### config.mk
export PLATFORM = sky130hd
export DESIGN_NAME = pipe_stall_ctrl
export DESIGN_NICKNAME = d
export VERILOG_FILES = /design/src/rtl/pipe_stall_ctrl_pkg.sv /design/src/rtl/pipe_stall_ctrl_perf_counter.sv /design/src/rtl/pipe_stall_ctrl.sv
export SDC_FILE = /design/constraint.sdc
export NUM_CORES = 1
export LEC_CHECK = 0
export CORE_MARGIN = 4
export CORE_UTILIZATION = 48
export CTS_BUF_LIST = sky130_fd_sc_hd__clkbuf_4 sky130_fd_sc_hd__clkbuf_8
export DETAILED_ROUTE_END_ITERATION = 8
export PLACE_DENSITY = 0.88
export SLEW_MARGIN = 40
export SYNTH_ARGS = -nofsm -noshare
export SYNTH_HDL_FRONTEND = slang
export SYNTH_SLANG_ARGS = --single-unit
### constraint.sdc
create_clock -name clk -period 1.8 [get_ports clk]
set_input_delay 0.36 -clock clk [delete_from_list [all_inputs] [get_ports clk]]
set_output_delay 0.36 -clock clk [all_outputs]
set_load 0.05 [all_outputs]
### src/rtl/pipe_stall_ctrl_pkg.sv
// Shared encodings for the pipeline stall/flush sequencer.
// Control bundle groups the per-stage enables, flushes and PC select.
package pipe_stall_ctrl_pkg;

    localparam logic [1:0] PCSRC_SEQ = 2'd0;
    localparam logic [1:0] PCSRC_BR  = 2'd1;
    localparam logic [1:0] PCSRC_JMP = 2'd2;
    localparam logic [1:0] PCSRC_EXC = 2'd3;

    typedef enum logic [1:0] {
        ST_RUN      = 2'd0,
        ST_MD_WAIT  = 2'd1,
        ST_MEM_WAIT = 2'd2
    } state_e;

    typedef struct packed {
        logic       pc_we;
        logic       ifid_we;
        logic       idex_we;
        logic       exmem_we;
        logic       ifid_fl;
        logic       idex_fl;
        logic       exmem_fl;
        logic       memwb_fl;
        logic [1:0] pc_src;
    } ctrl_t;

    localparam ctrl_t CTRL_RUN = ctrl_t'(10'b1111_0000_00);

    // Mul/div hold: front end frozen, EX result bubbled into MEM.
    function automatic ctrl_t md_stall();
        ctrl_t c;
        c          = CTRL_RUN;
        c.pc_we    = 1'b0;
        c.ifid_we  = 1'b0;
        c.idex_we  = 1'b0;
        c.exmem_fl = 1'b1;
        return c;
    endfunction

endpackage

### src/rtl/pipe_stall_ctrl_perf_counter.sv
// Free-running event counter with enable; wraps at 2^W.
module pipe_stall_ctrl_perf_counter #(
    parameter int W = 32
) (
    input  logic         clk_i,
    input  logic         rst_ni,
    input  logic         en_i,
    output logic [W-1:0] count_o
);

    logic [W-1:0] count_q;

    always_ff @(posedge clk_i) begin
        if (!rst_ni) begin
            count_q <= '0;
        end else if (en_i) begin
            count_q <= count_q + W'(1);
        end
    end

    assign count_o = count_q;

endmodule

### src/rtl/pipe_stall_ctrl.sv
// Central stall/flush sequencer for the 5-stage core: hazard priority,
// mul/div latency counter, dmem-wait watchdog and perf counters.
module pipe_stall_ctrl
    import pipe_stall_ctrl_pkg::*;
#(
    parameter int MD_LATENCY  = 4,
    parameter int MEM_TIMEOUT = 255,
    parameter int CNT_W       = 32
) (
    input  logic             clk,
    input  logic             reset,
    input  logic             load_use_hazard,
    input  logic             branch_taken,
    input  logic             jump_id,
    input  logic             exc_req,
    input  logic             ex_md_start,
    input  logic             mem_req,
    input  logic             dmem_ready,
    output logic             PC_Wr_en,
    output logic             IF_ID_Wr_en,
    output logic             ID_EX_Wr_en,
    output logic             EX_MEM_Wr_en,
    output logic             IF_ID_flush,
    output logic             ID_EX_flush,
    output logic             EX_MEM_flush,
    output logic             MEM_WB_flush,
    output logic [1:0]       pc_src,
    output logic             md_busy,
    output logic             mem_timeout,
    output logic [CNT_W-1:0] stall_cycles,
    output logic [CNT_W-1:0] flush_events
);

    localparam int MDC_W   = $clog2(MD_LATENCY + 1);
    localparam int MD_INIT = (MD_LATENCY >= 3) ? MD_LATENCY - 3 : 0;
    localparam int WC_W    = $clog2(MEM_TIMEOUT + 1);

    state_e            state_q, state_d;
    state_e            ret_q, ret_d;
    state_e            eff;
    logic [MDC_W-1:0]  md_cnt_q, md_cnt_d;
    logic [WC_W-1:0]   wait_cnt_q, wait_cnt_d;
    logic              md_done_q, md_done_d;
    logic              mem_timeout_q, mem_timeout_d;
    logic              in_mw, mem_stall, md_go;
    ctrl_t             ctl;

    always_ff @(posedge clk) begin
        if (!reset) begin
            state_q       <= ST_RUN;
            ret_q         <= ST_RUN;
            md_cnt_q      <= '0;
            wait_cnt_q    <= '0;
            md_done_q     <= 1'b0;
            mem_timeout_q <= 1'b0;
        end else begin
            state_q       <= state_d;
            ret_q         <= ret_d;
            md_cnt_q      <= md_cnt_d;
            wait_cnt_q    <= wait_cnt_d;
            md_done_q     <= md_done_d;
            mem_timeout_q <= mem_timeout_d;
        end
    end

    always_comb begin
        ctl           = CTRL_RUN;
        state_d       = state_q;
        ret_d         = ret_q;
        md_cnt_d      = md_cnt_q;
        wait_cnt_d    = wait_cnt_q;
        md_done_d     = md_done_q;
        mem_timeout_d = mem_timeout_q;
        in_mw         = (state_q == ST_MEM_WAIT);
        // The ready cycle of a memory wait is decided as the return state.
        eff           = in_mw ? ret_q : state_q;
        mem_stall     = in_mw ? !dmem_ready : (mem_req && !dmem_ready);
        md_go         = ex_md_start && !md_done_q && (MD_LATENCY >= 2);

        if (mem_stall) begin
            ctl.pc_we    = 1'b0;
            ctl.ifid_we  = 1'b0;
            ctl.idex_we  = 1'b0;
            ctl.exmem_we = 1'b0;
            ctl.memwb_fl = 1'b1;
            state_d      = ST_MEM_WAIT;
            if (!in_mw) begin
                ret_d = state_q;
            end
            if (wait_cnt_q != WC_W'(MEM_TIMEOUT)) begin
                wait_cnt_d = wait_cnt_q + WC_W'(1);
            end
            if (wait_cnt_d == WC_W'(MEM_TIMEOUT)) begin
                mem_timeout_d = 1'b1;
            end
        end else begin
            wait_cnt_d = '0;
            state_d    = ST_RUN;
            if (exc_req) begin
                ctl.ifid_fl  = 1'b1;
                ctl.idex_fl  = 1'b1;
                ctl.exmem_fl = 1'b1;
                ctl.pc_src   = PCSRC_EXC;
                md_cnt_d     = '0;
                md_done_d    = 1'b0;
            end else if (eff == ST_MD_WAIT) begin
                ctl = md_stall();
                if (md_cnt_q == '0) begin
                    md_done_d = 1'b1;
                end else begin
                    md_cnt_d = md_cnt_q - MDC_W'(1);
                    state_d  = ST_MD_WAIT;
                end
            end else if (md_go) begin
                ctl = md_stall();
                if (MD_LATENCY >= 3) begin
                    state_d  = ST_MD_WAIT;
                    md_cnt_d = MDC_W'(MD_INIT);
                end else begin
                    md_done_d = 1'b1;
                end
            end else if (branch_taken) begin
                ctl.ifid_fl = 1'b1;
                ctl.idex_fl = 1'b1;
                ctl.pc_src  = PCSRC_BR;
            end else if (load_use_hazard) begin
                ctl.pc_we   = 1'b0;
                ctl.ifid_we = 1'b0;
                ctl.idex_fl = 1'b1;
            end else if (jump_id) begin
                ctl.ifid_fl = 1'b1;
                ctl.pc_src  = PCSRC_JMP;
            end
            if (ctl.idex_we) begin
                md_done_d = 1'b0;
            end
        end

        if (!reset) begin
            ctl = CTRL_RUN;
        end
    end

    assign PC_Wr_en     = ctl.pc_we;
    assign IF_ID_Wr_en  = ctl.ifid_we;
    assign ID_EX_Wr_en  = ctl.idex_we;
    assign EX_MEM_Wr_en = ctl.exmem_we;
    assign IF_ID_flush  = ctl.ifid_fl;
    assign ID_EX_flush  = ctl.idex_fl;
    assign EX_MEM_flush = ctl.exmem_fl;
    assign MEM_WB_flush = ctl.memwb_fl;
    assign pc_src       = ctl.pc_src;
    assign md_busy      = (state_q == ST_MD_WAIT);
    assign mem_timeout  = mem_timeout_q;

    pipe_stall_ctrl_perf_counter #(.W(CNT_W)) u_stall_cnt (
        .clk_i   (clk),
        .rst_ni  (reset),
        .en_i    (!ctl.pc_we),
        .count_o (stall_cycles)
    );

    pipe_stall_ctrl_perf_counter #(.W(CNT_W)) u_flush_cnt (
        .clk_i   (clk),
        .rst_ni  (reset),
        .en_i    (ctl.ifid_fl | ctl.idex_fl | ctl.exmem_fl | ctl.memwb_fl),
        .count_o (flush_events)
    );

endmodule

==> metrics.txt, run 1 <==
I/O Buffers=84; largest area contributor in the netlist=dfxtp_1; final count of pins violating max slew=0; met2 usage=50.8%; hold-fix buffers at CTS=0; dominant delay contributor by cell family on the critical path=compound AO/OA/AOI/OAI gates; critical path class=reg2reg; peak supply drop=559 uV; # DRC=0; Synth Warn #=0; initial DRC count=537; largest net degree at the start of global routing=34; GRT Total Usage=29.2%; fillcell total=374; pwr/cell area=588 nW/um^2; first-pass GRT wire length=24100 um; Least-Margin Pin Slew=0.592 ns; RSZ-0062 raised after global routing=true; worst endpoint required time=2.05 ns; sequential area share after synthesis=38.8%; initial antenna violation count=0; post-synth top area share=38.8%; largest cells by area after synthesis=dfxtp_1, a21oi_1, or3_1; crit path cell chain=nand2b_4 -> buf_6 -> a41oi_4 -> buf_6 -> o211ai_1 -> buf_4 -> o31ai_1 -> a21oi_2; startpoint types=flop; hpwl dp=8850 um; Final min period=2.12 ns; Slew HR=60.4%; ys flop type=dfxtp_1; P&R area growth vs syn=69.5%; Reg clk slew, reported paths=0.08 ns; status=finished with violations; Root Buffer=clkbuf_8; Longest Clk Path Bufs=2; Tcrit/Tclk final=118%; Pleak=2.71 nW; CTS tree=yes; CORE AREA=8340 sq um; n_diodes=0; final setup violation count=71; Initial DRT Pass Iterations=6; Distinct cells, synth=59; GRT overflow=0; failing checks=setup timing; crit path setup slack, layout=-0.317 ns; Initial Util=50.1%; Die Height=101 um; Clk Latency, worst-skew pair=0.38 ns; slowest CP cell=dfxtp_4; CP peak stage delay=0.37 ns; area of the mapped netlist=4180 sq um; # IOs=85; post-route ant nets=0; busiest layer in global routing=met2; share of layout cells above drive strength 1=53.5%; # H-tree levels=3; Placer Congestion=0.823; DR vias=5361; Fin. Hold Viols=0; Post-Syn Instances=500; HP Class=reg2reg; EDFF count, synth=0; endpoint class of the critical path=flop; vias in the first global route=4979; GR Util met1=33.1%; die footprint=10300 sq um; Via density=6.74; Max-cap violations=0; row count=33; Final nets=699; Sum Neg Setup Slack=-10.84 ns; Syn Nets=514; achievable frequency=472 MHz; met3 usage=6.89%; WHS=0.495 ns; clock sinks=81; CP arrival=2.36 ns; CP max FO=6; post-layout util=85.0%; Post-synth ARST share=0%; Worst Path Buf+Inv=3; cts bufs inserted=9; wirelength, routed=19000 um; CP most frequent cell=buf_6; die width=101 um; WL per Instance=23.8 um; Syn Area/Cell=8.36 sq um; Clock Skew=0.0156 ns; synthesized flop and latch total=81; total power=4.17 mW
==> layout by cell type (no fill, tap or decap), drive strengths merged, types with 2 or more instances in the layout <==
| cell type | Yosys | routed |
|---|---|---|
| xnor2 | 7 | 7 |
| a211oi | 3 | 3 |
| nor2 | 35 | 35 |
| nor3 | 12 | 12 |
| nand3 | 24 | 24 |
| and2 | 3 | 3 |
| ha | 5 | 5 |
| o21ai | 36 | 36 |
| or4 | 12 | 12 |
| nor4 | 11 | 11 |
| nand2b | 5 | 5 |
| o31ai | 14 | 14 |
| o41ai | 2 | 2 |
| clkdlybuf4s50 | 0 | 5 |
| a21oi | 50 | 50 |
| nor3b | 2 | 2 |
| nor2b | 3 | 3 |
| clkinv | 1 | 3 |
| o311ai | 6 | 6 |
| clkbuf | 16 | 11 |
| nand4 | 16 | 16 |
| xor2 | 11 | 11 |
| buf | 9 | 190 |
| o21bai | 2 | 2 |
| and3 | 4 | 4 |
| o2111ai | 2 | 2 |
| o211ai | 13 | 13 |
| a31oi | 5 | 5 |
| dfxtp | 81 | 81 |
| inv | 18 | 18 |
| nand2 | 41 | 41 |
| and4 | 3 | 3 |
| o21a | 4 | 4 |
| mux2i | 4 | 4 |
| or3 | 26 | 26 |
| bufinv | 0 | 3 |
| dlygate4sd2 | 0 | 3 |
==> cell usage after synthesis, types with 4 or more instances <==
cell / number
a21oi_1: 50
a31oi_1: 5
and3_1: 4
buf_2: 5
buf_4: 4
clkbuf_1: 16
dfxtp_1: 81
ha_1: 5
inv_1: 17
mux2i_1: 4
nand2_1: 41
nand2b_1: 4
nand3_1: 24
nand4_1: 10
nor2_1: 35
nor3_1: 12
nor4_1: 9
o211ai_1: 13
o21a_1: 4
o21ai_0: 32
o21ai_1: 4
o31ai_1: 13
or3_1: 26
or4_1: 12
xnor2_1: 7
xor2_1: 11
==> final timing paths <==
kind,from,endpoint,slack (ns),depth (start not counted)
worst max-delay path,state_q[1],u_stall_cnt.count_o[29],-0.32,8
worst min-delay path,u_stall_cnt.count_o[31],u_stall_cnt.count_o[31],0.50,2
worst max register to register,state_q[1],u_stall_cnt.count_o[29],-0.32,8
worst min register to register,u_stall_cnt.count_o[31],u_stall_cnt.count_o[31],0.50,2
==> metrics by stage <==
step,instances,worst slack (ns),instance area (sq um)
2_1_floorplan,500,-0.137,4430
3_3_place_gp,744,-0.475,5840
3_5_place_dp,744,-0.531,5840
4_1_cts,786,-0.195,6620
5_1_grt,795,-0.354,7090
6_report,795,-0.317,7090
==> worst min-delay path, stage by stage, from the launching register on <==
cell and delay, ns:
dfxtp_1 0.34, nand2_1 0.06, mux2i_1 0.05
==> registers in the layout, indices dropped and copies added (netlist names) <==
register / cells
md_done_q: 1
wait_cnt_q: 8
mem_timeout: 1
ret_q: 2
md_cnt_q: 3
state_q: 2
u_stall_cnt.count_o: 32
u_flush_cnt.count_o: 32
==> what timing repair did <==
item                                   CTS  global route
setup endpoints to repair               52            73
endpoints found under the hold margin    0             0
cloned                                   1             1
setup buffers                           28             9
resized for setup                       80            96
pin swaps                               57            60
==> where the power goes <==
part,internal [mW],total (mW),switching (mW)
clock network,0.931,1.66,0.725
logic,0.306,0.710,0.404
registers,1.77,1.80,0.0285
==> layout make-up <==
type | instances | area, sq um | share of cell area [%]
tap | 105 | 131 | 1.85
sequential | 81 | 1760 | 24.8
timing repair buffer | 199 | 1850 | 26.1
clock inverter | 6 | 106 | 1.50
clock buffer | 10 | 131 | 1.85
inverter | 19 | 81.3 | 1.15
multi-input combinational | 375 | 3020 | 42.7
==> logic make-up after synthesis <==
group	after synthesis	share of synthesized area [%]
simple gates	203	28.2
compound gates	145	22.4
flops	81	38.8
buf+inv	44	4.46
xor+xnor	18	3.77
fa+ha+maj	5	1.50
mux	4	0.958
==> layer usage <==
metal | wire (um) | vias up
met5 | 0 | -
met1 | 6680 | 2505
met3 | 1860 | 146
met4 | 1350 | 0
met2 | 9070 | 470
li1 | - | 2240
(Power assumes the default switching activity.)
==> run 2, diff against run 1 <==
Settings changed: CAP_MARGIN set to 20.
==> results of run 2 <==
No change in the layout: final DEF, timing and power equal those of run 1.
==> run 3, diff against run 2 <==
Settings changed: CORE_UTILIZATION 48 to 60, DONT_BUFFER_PORTS set to 1, PLACE_DENSITY 0.88 to 0.83, TNS_END_PERCENT set to 10.
==> run 3 against run 2 <==
  * Maximum frequency increased by 1.6%
  * Wire length decreased by 24%
  * Clock power about the same
  * Register-to-register slack improved by 0.09 ns
  * Non-clock buffer count decreased by 75
  * Critical endpoint is now IF_ID_Wr_en
  * Largest power group unchanged
  * The run still ends with setup timing left
==> metrics.txt, run 3 (synthesis results as in run 1) <==
status=finished with violations (unchanged); failing checks=setup timing (unchanged); first-pass GRT wire length=21300 um (was 24100 um); Final min period=2.08 ns (was 2.12 ns); design area=5780 sq um (was 7090 sq um); CP most frequent cell=buf_6 (unchanged); Slew HR=61.9% (was 60.4%); final setup violation count=47 (was 71); Sum Neg Setup Slack=-4.91 ns (was -10.84 ns); share of layout cells above drive strength 1=37.7% (was 53.5%); HP Class=in2reg (was reg2reg); GRT overflow=0 (unchanged); critical path class=reg2out (was reg2reg); largest net degree at the start of global routing=30 (was 34); Fin. Hold Viols=0 (unchanged); Pleak=2.10 nW (was 2.71 nW); Final nets=624 (was 699); hpwl dp=8770 um (was 8850 um); Via density=6.66 (was 6.74); Die Height=91.5 um (was 101 um); achievable frequency=480 MHz (was 472 MHz); Post-Layout Cell Count=711 (was 795); Tcrit/Tclk final=116% (was 118%); Initial Util=61.5% (was 50.1%); CP max FO=6 (unchanged); wirelength, routed=14500 um (was 19000 um); dominant delay contributor by cell family on the critical path=buffers and inverters (was compound AO/OA/AOI/OAI gates); slowest CP cell=dfxtp_4 (unchanged); n_diodes=0 (unchanged); row count=30 (was 33); die footprint=8370 sq um (was 10300 sq um); post-route ant nets=0 (unchanged); I/O Buffers=0 (was 84); startpoint types=flop (unchanged); Worst Path Buf+Inv=3 (unchanged); DR vias=4735 (was 5361); # IOs=85 (unchanged); commonest non-fill, non-tap cells in the layout=buf_4, a21oi_1, dfxtp_2, nand2_1, dfxtp_1 (was buf_4, nand2_1, nor2_1, dfxtp_1, dfxtp_4); initial DRC count=408 (was 537); Initial DRT Pass Iterations=6 (unchanged); Root Buffer=clkbuf_8 (unchanged); Reg clk slew, reported paths=0.09 ns (was 0.08 ns); Placer Congestion=0.909 (was 0.823); pwr/cell area=691 nW/um^2 (was 588 nW/um^2); final count of pins violating max slew=0 (unchanged); Clk Latency, worst-skew pair=0.37 ns (was 0.38 ns); initial antenna violation count=0 (unchanged); Placement Cell Area=5280 sq um (was 5840 sq um); WL per Instance=20.4 um (was 23.8 um); R2R setup slack=-0.23 ns (was -0.32 ns); cts bufs inserted=9 (unchanged); vias in the first global route=4512 (was 4979); CTS tree=yes (unchanged); DP Cell Count=686 (was 744); P&R area growth vs syn=38.2% (was 69.5%); worst endpoint required time=1.44 ns (was 2.05 ns); Longest Clk Path Bufs=2 (unchanged); peak supply drop=448 uV (was 559 uV); # DRC=0 (unchanged); CP arrival=1.72 ns (was 2.36 ns); clock sinks=81 (unchanged); post-layout util=85.0% (about the same); commonest non-fill, non-tap cell in the layout=buf_4 (unchanged); GRT Total Usage=31.2% (was 29.2%); crit path cell chain=nor2b_4 -> o21ba_4 -> buf_6 -> buf_6 -> o21ai_4 -> buf_12 (was nand2b_4 -> buf_6 -> a41oi_4 -> buf_6 -> o211ai_1 -> buf_4 -> o31ai_1 -> a21oi_2); crit path setup slack, layout=-0.283 ns (was -0.317 ns); CORE AREA=6790 sq um (was 8340 sq um); CP peak stage delay=0.38 ns (was 0.37 ns); Least-Margin Pin Slew=0.571 ns (was 0.592 ns); endpoint class of the critical path=output pin (was flop); die width=91.5 um (was 101 um); # H-tree levels=3 (unchanged); RSZ-0062 raised after global routing=true (unchanged); Max-cap violations=0 (unchanged); Clock Skew=0.0119 ns (was 0.0156 ns)
-- run 3: layer usage --
metal | vias up | GRT usage [%] | routed length (um)
met5 | - | 0 | 0
met4 | 0 | 19.8 | 791
met1 | 2227 | 34.2 | 5140
li1 | 2099 | - | -
met3 | 83 | 7.13 | 1300
met2 | 326 | 53.8 | 7250
-- run 3: worst reg2reg max path, delay by kind of cell, from the launching register on --
family / cells / cell delay, ns
AND/OR/NAND/NOR: 2 / 0.65
buffers and inverters: 3 / 0.48
flip-flops: 1 / 0.40
AO/OA/AOI/OAI: 3 / 0.44
-- run 3: power breakdown --
part | switching, mW | leakage, nW | internal [mW]
Clock | 0.740 | 0.115 | 0.921
Sequential | 0.0189 | 0.677 | 1.81
Combinational | 0.313 | 1.31 | 0.193
-- run 3: final cells by class --
type,instances,area [sq um]
Inverter,19,76.3
Clock inverter,7,119
Multi-Input combinational cell,375,2590
Fill cell,355,1020
Sequential cell,81,1680
Timing Repair Buffer,124,1070
Clock buffer,9,124
Tap cell,96,120
-- run 3: path summary, 6_finish.rpt --
path / startpoint / endpoint / cells after the start
worst max-delay path: state_q[1] / IF_ID_Wr_en / 6
worst min-delay path: exc_req / state_q[0] / 1
worst max register to register: state_q[1] / u_stall_cnt.count_o[30] / 8
worst min register to register: md_cnt_q[2] / md_cnt_q[2] / 2
-- run 3: stage by stage --
| stage | power [mW] | setup WS (ns) | hold WS [ns] |
|---|---|---|---|
| 2_1_floorplan | 2.16 | -0.137 | 0.428 |
| 3_3_place_gp | 2.29 | 0.0101 | 0.437 |
| 3_5_place_dp | 2.30 | -0.0541 | 0.438 |
| 4_1_cts | 3.94 | -0.224 | 0.0461 |
| 5_1_grt | 4.08 | -0.302 | 0.0637 |
| 6_report | 3.99 | -0.283 | 0.0605 |
-- run 3: what timing repair did --
item                       4_1_cts  5_1_grt
resized for setup               20       28
setup endpoints to repair       35       67
pin swaps                       12       17
hold buffers                     0        0
buffers inserted                 8        1
